## src/rtl/dot_engine_sequencer.sv

```systemverilog
// -----------------------------------------------------------------------------
// dot_engine_sequencer
//   Front-end controller for a LANES-wide, BYTE_W-bit dot-product engine.
//   A command starts a job. The controller streams weight bytes (unless held
//   weights are reused) and then data bytes into the engine's shift registers.
//   It waits out the engine result latency, captures the sum, and returns it
//   as two tagged half-words: low half first, then high half with flag set.
//
// Ports
//   clk, rst_n         clock (rising edge), asynchronous active-low reset
//   cmd_valid/ready    start request; cmd_reuse_w asks to skip weight load
//   in_valid/ready     operand byte stream (in_byte)
//   eng_byte/sel/shift registered byte, register select (1=weight), strobe
//   eng_result         engine dot-product result
//   out_valid/ready    result word stream (out_word = {hi_flag, half})
//   busy               controller is not idle
// -----------------------------------------------------------------------------
module dot_engine_sequencer #(
  parameter int LANES   = 4,
  parameter int BYTE_W  = 8,
  parameter int RES_LAT = 2,
  parameter int RES_W   = 2*BYTE_W + $clog2(LANES),
  parameter int HALF_W  = RES_W/2
) (
  input  logic              clk,
  input  logic              rst_n,
  input  logic              cmd_valid,
  input  logic              cmd_reuse_w,
  output logic              cmd_ready,
  input  logic              in_valid,
  input  logic [BYTE_W-1:0] in_byte,
  output logic              in_ready,
  output logic [BYTE_W-1:0] eng_byte,
  output logic              eng_sel,
  output logic              eng_shift,
  input  logic [RES_W-1:0]  eng_result,
  output logic              out_valid,
  output logic [HALF_W:0]   out_word,
  input  logic              out_ready,
  output logic              busy
);

  localparam int CNT_W = (LANES > 1) ? $clog2(LANES) : 1;
  localparam int LAT_W = $clog2(RES_LAT + 1);

  typedef enum logic [2:0] {
    S_IDLE, S_LOAD_W, S_LOAD_D, S_WAIT, S_OUT_LO, S_OUT_HI
  } state_t;

  state_t             state, state_nxt;
  logic [CNT_W-1:0]   cnt;
  logic [LAT_W-1:0]   lat;
  logic               w_loaded;
  logic [RES_W-1:0]   res_q;

  logic hs;
  logic last_byte;
  logic lat_done;

  assign hs        = in_valid & in_ready;
  assign last_byte = (cnt == CNT_W'(LANES - 1));
  // The wait counter starts at 0 in the cycle carrying the final strobe, so
  // reaching RES_LAT marks the cycle in which the engine result is valid.
  assign lat_done  = (lat == LAT_W'(RES_LAT));

  // State register and control counters
  always_ff @(posedge clk or negedge rst_n) begin
    if (!rst_n) begin
      state    <= S_IDLE;
      cnt      <= '0;
      lat      <= '0;
      w_loaded <= 1'b0;
    end else begin
      state <= state_nxt;
      if (hs)
        cnt <= last_byte ? '0 : cnt + 1'b1;
      if (state == S_WAIT)
        lat <= lat + 1'b1;
      else
        lat <= '0;
      if (state == S_LOAD_W && hs && last_byte)
        w_loaded <= 1'b1;
    end
  end

  // Engine-side registered outputs; byte and select hold between strobes
  always_ff @(posedge clk or negedge rst_n) begin
    if (!rst_n) begin
      eng_byte  <= '0;
      eng_sel   <= 1'b0;
      eng_shift <= 1'b0;
    end else begin
      eng_shift <= hs;
      if (hs) begin
        eng_byte <= in_byte;
        eng_sel  <= (state == S_LOAD_W);
      end
    end
  end

  // Result capture (pure data, no reset needed)
  always_ff @(posedge clk) begin
    if (state == S_WAIT && lat_done)
      res_q <= eng_result;
  end

  // Next-state logic
  always_comb begin
    state_nxt = state;
    case (state)
      S_IDLE:   if (cmd_valid)
                  state_nxt = (cmd_reuse_w && w_loaded) ? S_LOAD_D : S_LOAD_W;
      S_LOAD_W: if (hs && last_byte) state_nxt = S_LOAD_D;
      S_LOAD_D: if (hs && last_byte) state_nxt = S_WAIT;
      S_WAIT:   if (lat_done)        state_nxt = S_OUT_LO;
      S_OUT_LO: if (out_ready)       state_nxt = S_OUT_HI;
      S_OUT_HI: if (out_ready)       state_nxt = S_IDLE;
      default:                       state_nxt = S_IDLE;
    endcase
  end

  // Output decode
  always_comb begin
    cmd_ready = 1'b0;
    in_ready  = 1'b0;
    out_valid = 1'b0;
    out_word  = '0;
    busy      = (state != S_IDLE);
    case (state)
      S_IDLE:   cmd_ready = 1'b1;
      S_LOAD_W,
      S_LOAD_D: in_ready  = 1'b1;
      S_OUT_LO: begin
        out_valid = 1'b1;
        out_word  = {1'b0, res_q[HALF_W-1:0]};
      end
      S_OUT_HI: begin
        out_valid = 1'b1;
        out_word  = {1'b1, res_q[RES_W-1:HALF_W]};
      end
      default: ;
    endcase
  end

endmodule

```

## config.mk

```make
export PLATFORM = sky130hd
export DESIGN_NAME = dot_engine_sequencer
export DESIGN_NICKNAME = d
export VERILOG_FILES = /design/src/rtl/dot_engine_sequencer.sv
export SDC_FILE = /design/constraint.sdc
export NUM_CORES = 1
export LEC_CHECK = 0
export ABC_AREA = 1
export CAP_MARGIN = 10
export CORE_UTILIZATION = 30
export CTS_CLUSTER_DIAMETER = 60
export DETAILED_ROUTE_END_ITERATION = 8
export PLACE_DENSITY = 0.68
export SETUP_SLACK_MARGIN = 0.3
export SYNTH_ARGS = -nofsm -noshare
export SYNTH_HDL_FRONTEND = slang
export SYNTH_SLANG_ARGS = --single-unit
export TNS_END_PERCENT = 10
```

## constraint.sdc

```tcl
create_clock -name clk -period 1.9 [get_ports clk]
set_input_delay 0.38 -clock clk [delete_from_list [all_inputs] [get_ports clk]]
set_output_delay 0.38 -clock clk [all_outputs]
set_load 0.01 [all_outputs]
```

==> implementation parameters <==
Parameter                              Value

Layout
  Non-filler cells in the finished layout ... a little under 300
  Most common cell after layout, fill and taps aside ... nand2_1
  Multi-input combinational cell area ... around 520 um^2
  Commonest cells after routing, fill and taps aside ... nand2_1 (66), clkdlybuf4s50_1 (41), edfxtp_1 (18)
  Nets ... ~260
  Fraction of final layout cells sized beyond drive strength 1 ... 27.2%
  Antenna diodes ... 0
  Cell area after layout ... 2430 um^2
  Number of fill cells in the layout ... 441
  Final core utilization ... 50.1%
  Area growth from synthesis to layout ... 57.0%
  Seq. cell area ... 993 um^2

Critical path
  Worst endpoint data arrival time ... ~1.4 ns
  Critical-path maximum fanout ... 5
  Total buffers and inverters traversed by the critical path ... 3
  Type of destination of the critical path ... output pin
  Reg2reg setup slack ... 0.35 ns
  Cell count of the worst reg-to-reg path ... 10
  Max stage delay on crit path ... 0.46 ns
  Category of cells accounting for the largest share of critical-path delay ... flip-flops
  Crit Reg-Reg Endpoint ... state[0]
  Endpoint required time on the critical path ... 1.52 ns
  Kind of launch point of the worst setup path ... flop
  Start-to-end type of the worst setup path ... reg -> out
  Cell with the largest stage delay on the worst path ... dfrtp_2
  Worst flop-to-flop path startpoint ... state[1]
  Series of cell instances along the critical path ... nor2_4 > buf_6 > buf_16 > nand3_2 > nand2_1 > buf_2

CTS
  Count of H-tree levels built during CTS ... 2
  Num CTS Buffers ... 5
  CTS tree ... done
  TritonCTS sink count ... 36
  Source-to-sink clock delay at the later pin of the worst-skew pair ... 0.29 ns
  Number of hold buffers added after CTS ... 0
  CTS clk-pin slew, worst paths ... 0.08 ns
  Buffer depth of the longest clock path ... 2
  Clock Root Buffer ... clkbuf_8

Synth
  Area of the mapped netlist ... 1550 um^2
  Area fraction in and, or, nand and nor cells after synthesis ... between 20% and 30%
  Avg Cell Area, Syn ... 10.1 um^2
  Synth warn ... 0
  Multiplexer fraction of the synthesized cell area ... 0%
  EDFF count, synth ... 18
  Proportion of synthesized chip area in sequential cells ... 64.1%
  Share of synthesized flip-flops with an asynchronous set or reset ... about half
  Nets in the synthesized netlist ... 187
  Flops & latches, synth ... 36
  Xor/xnor cell area share of the yosys netlist ... 0%
  Fraction of the mapped netlist area in adder cells ... 1.62%
  Main combinational cell family by area after synthesis ... simple AND/OR/NAND/NOR gates
  Complex-gate fraction of the synthesized area ... 0.809%
  Most used flip-flop cell after synthesis ... edfxtp_1
  Unique masters post-synth ... 19
  Post-synthesis cell count ... around 150

Floorplanning
  Rows ... 25
  Chip Width ... 73.8 um
  Effective utilization at floorplan ... 31.9%
  Overall die area ... 5450 um^2
  Core area ... 4850 um^2
  IO Pins ... 56
  Die Y ... approximately 74 um

Hold path
  Class of the tightest hold or removal check ... in -> async

Run status
  Status ... complete, no violations

STA
  Slew @ Worst Pin ... 0.243 ns
  RSZ-0062 raised after global routing ... yes
  Highest attainable clock frequency ... 577 MHz
  Final count of negative-setup-slack endpoints ... 0
  Final critical path time including I/O delays and setup ... approximately 1.7 ns
  Final hold slack ... 0.412 ns
  PnR worst setup slack ... 0.166 ns
  Number of max-slew violations in the final report ... 0
  Worst clock skew on the final layout ... 0.00792 ns
  Number of hold-slack violations in the final timing report ... 0
  Post-route clock period utilization ... 91.3%
  Sum of negative setup slack ... 0 ns
  Slew margin rel. ... 83.8%

Placement
  I/O Buffers ... 55
  Instance area after placement ... 2210 um^2
  Routability cong. ... 0.749
  Inst Count DP ... 278
  Sum of net half-perimeters after detailed placement ... 2350 um
  Worst slack at placement ... approximately 0.047 ns

Route
  Residual DRC count ... 0
  Wire length per cell ... 12.3 um
  Vias per cell ... between 4 and 5
  Via count of the routed design ... 1273
  Number of design-rule violations left by the first detailed-router iteration ... 75
  Total Routed Length ... 3640 um
  Antenna Nets Post-Route ... 0
  Number of iterations in the first detailed-routing pass ... 5

Global route
  Pin count of the biggest net entering global routing ... 19
  Total routing resource utilization after global routing ... roughly 14%
  Number of antenna violations at the first check in global routing ... 0
  Wire length of the first global-routing pass ... 5750 um
  Overflow left after global routing ... 0
  Vias in the first global route ... 1245

Run
  Max cap viols ... 0

Power and ir drop
  Power density of the placed cells ... 1380 nW/um^2
  Maximum resistive drop on vdd ... 0.000580 V
  Leakage component of the power ... between 1 and 1.5 nW
  Final Power ... 3.36 mW
==> cell usage after synthesis (2+ instances only) <==
master | n | share of area (%)
nand3_1 | 12 | 3.9
nand4_1 | 5 | 2.0
inv_2 | 4 | 0.97
nand2_1 | 67 | 16
buf_2 | 2 | 0.65
nand2_4 | 2 | 1.5
dfrtp_1 | 18 | 29
buf_6 | 3 | 2.2
inv_1 | 6 | 1.5
nor2_2 | 3 | 1.2
ha_1 | 2 | 1.6
nor2_1 | 4 | 0.97
nand3_2 | 2 | 1.3
edfxtp_1 | 18 | 35
==> power breakdown <==
part           leakage (nW)  switching [mW]  total [mW]  internal, mW
Combinational         0.687           0.754        1.56         0.806
Sequential            0.386           0.122        1.13          1.00
Clock                0.0552           0.286       0.675         0.390
==> per-layer routing <==
metal  global-route usage [%]  wire (um)  up-vias
li1                         -          -      638
met1                     17.7       1560      597
met2                     23.9       1880       31
met3                     3.29        127        7
met4                     6.41         65        0
met5                        0          0        -
==> kinds of logic after synthesis <==
family | after synthesis
and+or+nand+nor | 96
DFF | 36
buffers and inverters | 17
AOI/OAI and AO/OA | 2
adders and majority gates | 2
==> flip-flops by register name, indices dropped and copies added (netlist names) <==
| register | cells |
|---|---|
| res_q | 18 |
| eng_byte | 8 |
| state | 3 |
| cnt | 2 |
| lat | 2 |
| eng_sel | 1 |
| eng_shift | 1 |
| w_loaded | 1 |
==> timing repair <==
action                     4_1_cts  5_1_grt
gates resized for setup         69        8
buffers inserted                 6        1
pin swaps                       10        2
gates cloned                     2        0
setup endpoints to repair       14       36
==> worst max path at each step <==
stage | depth (start not counted) | start | slack [ns] | end
CTS | 6 | state[0] | 0.18 | out_word[3]
global route | 6 | state[1] | 0.09 | out_word[7]
floorplan | 3 | state[2] | 0.35 | res_q[0]
global placement | 7 | state[2] | 0.1 | out_word[0]
finish | 6 | state[1] | 0.17 | out_word[8]
detailed placement | 7 | state[2] | 0.05 | out_word[5]
==> final cells by class <==
| cell class | instances | area share, % |
|---|---|---|
| clock buffers | 6 | 2.99 |
| multi-input cells | 100 | 21.3 |
| clock inverters | 2 | 1.44 |
| inverters | 11 | 1.91 |
| repair inverters | 1 | 0.361 |
| repair buffers | 72 | 27.6 |
| flip-flops and latches | 36 | 40.9 |
| well taps | 67 | 3.45 |
Note: power is estimated with default switching activity, not from simulation.
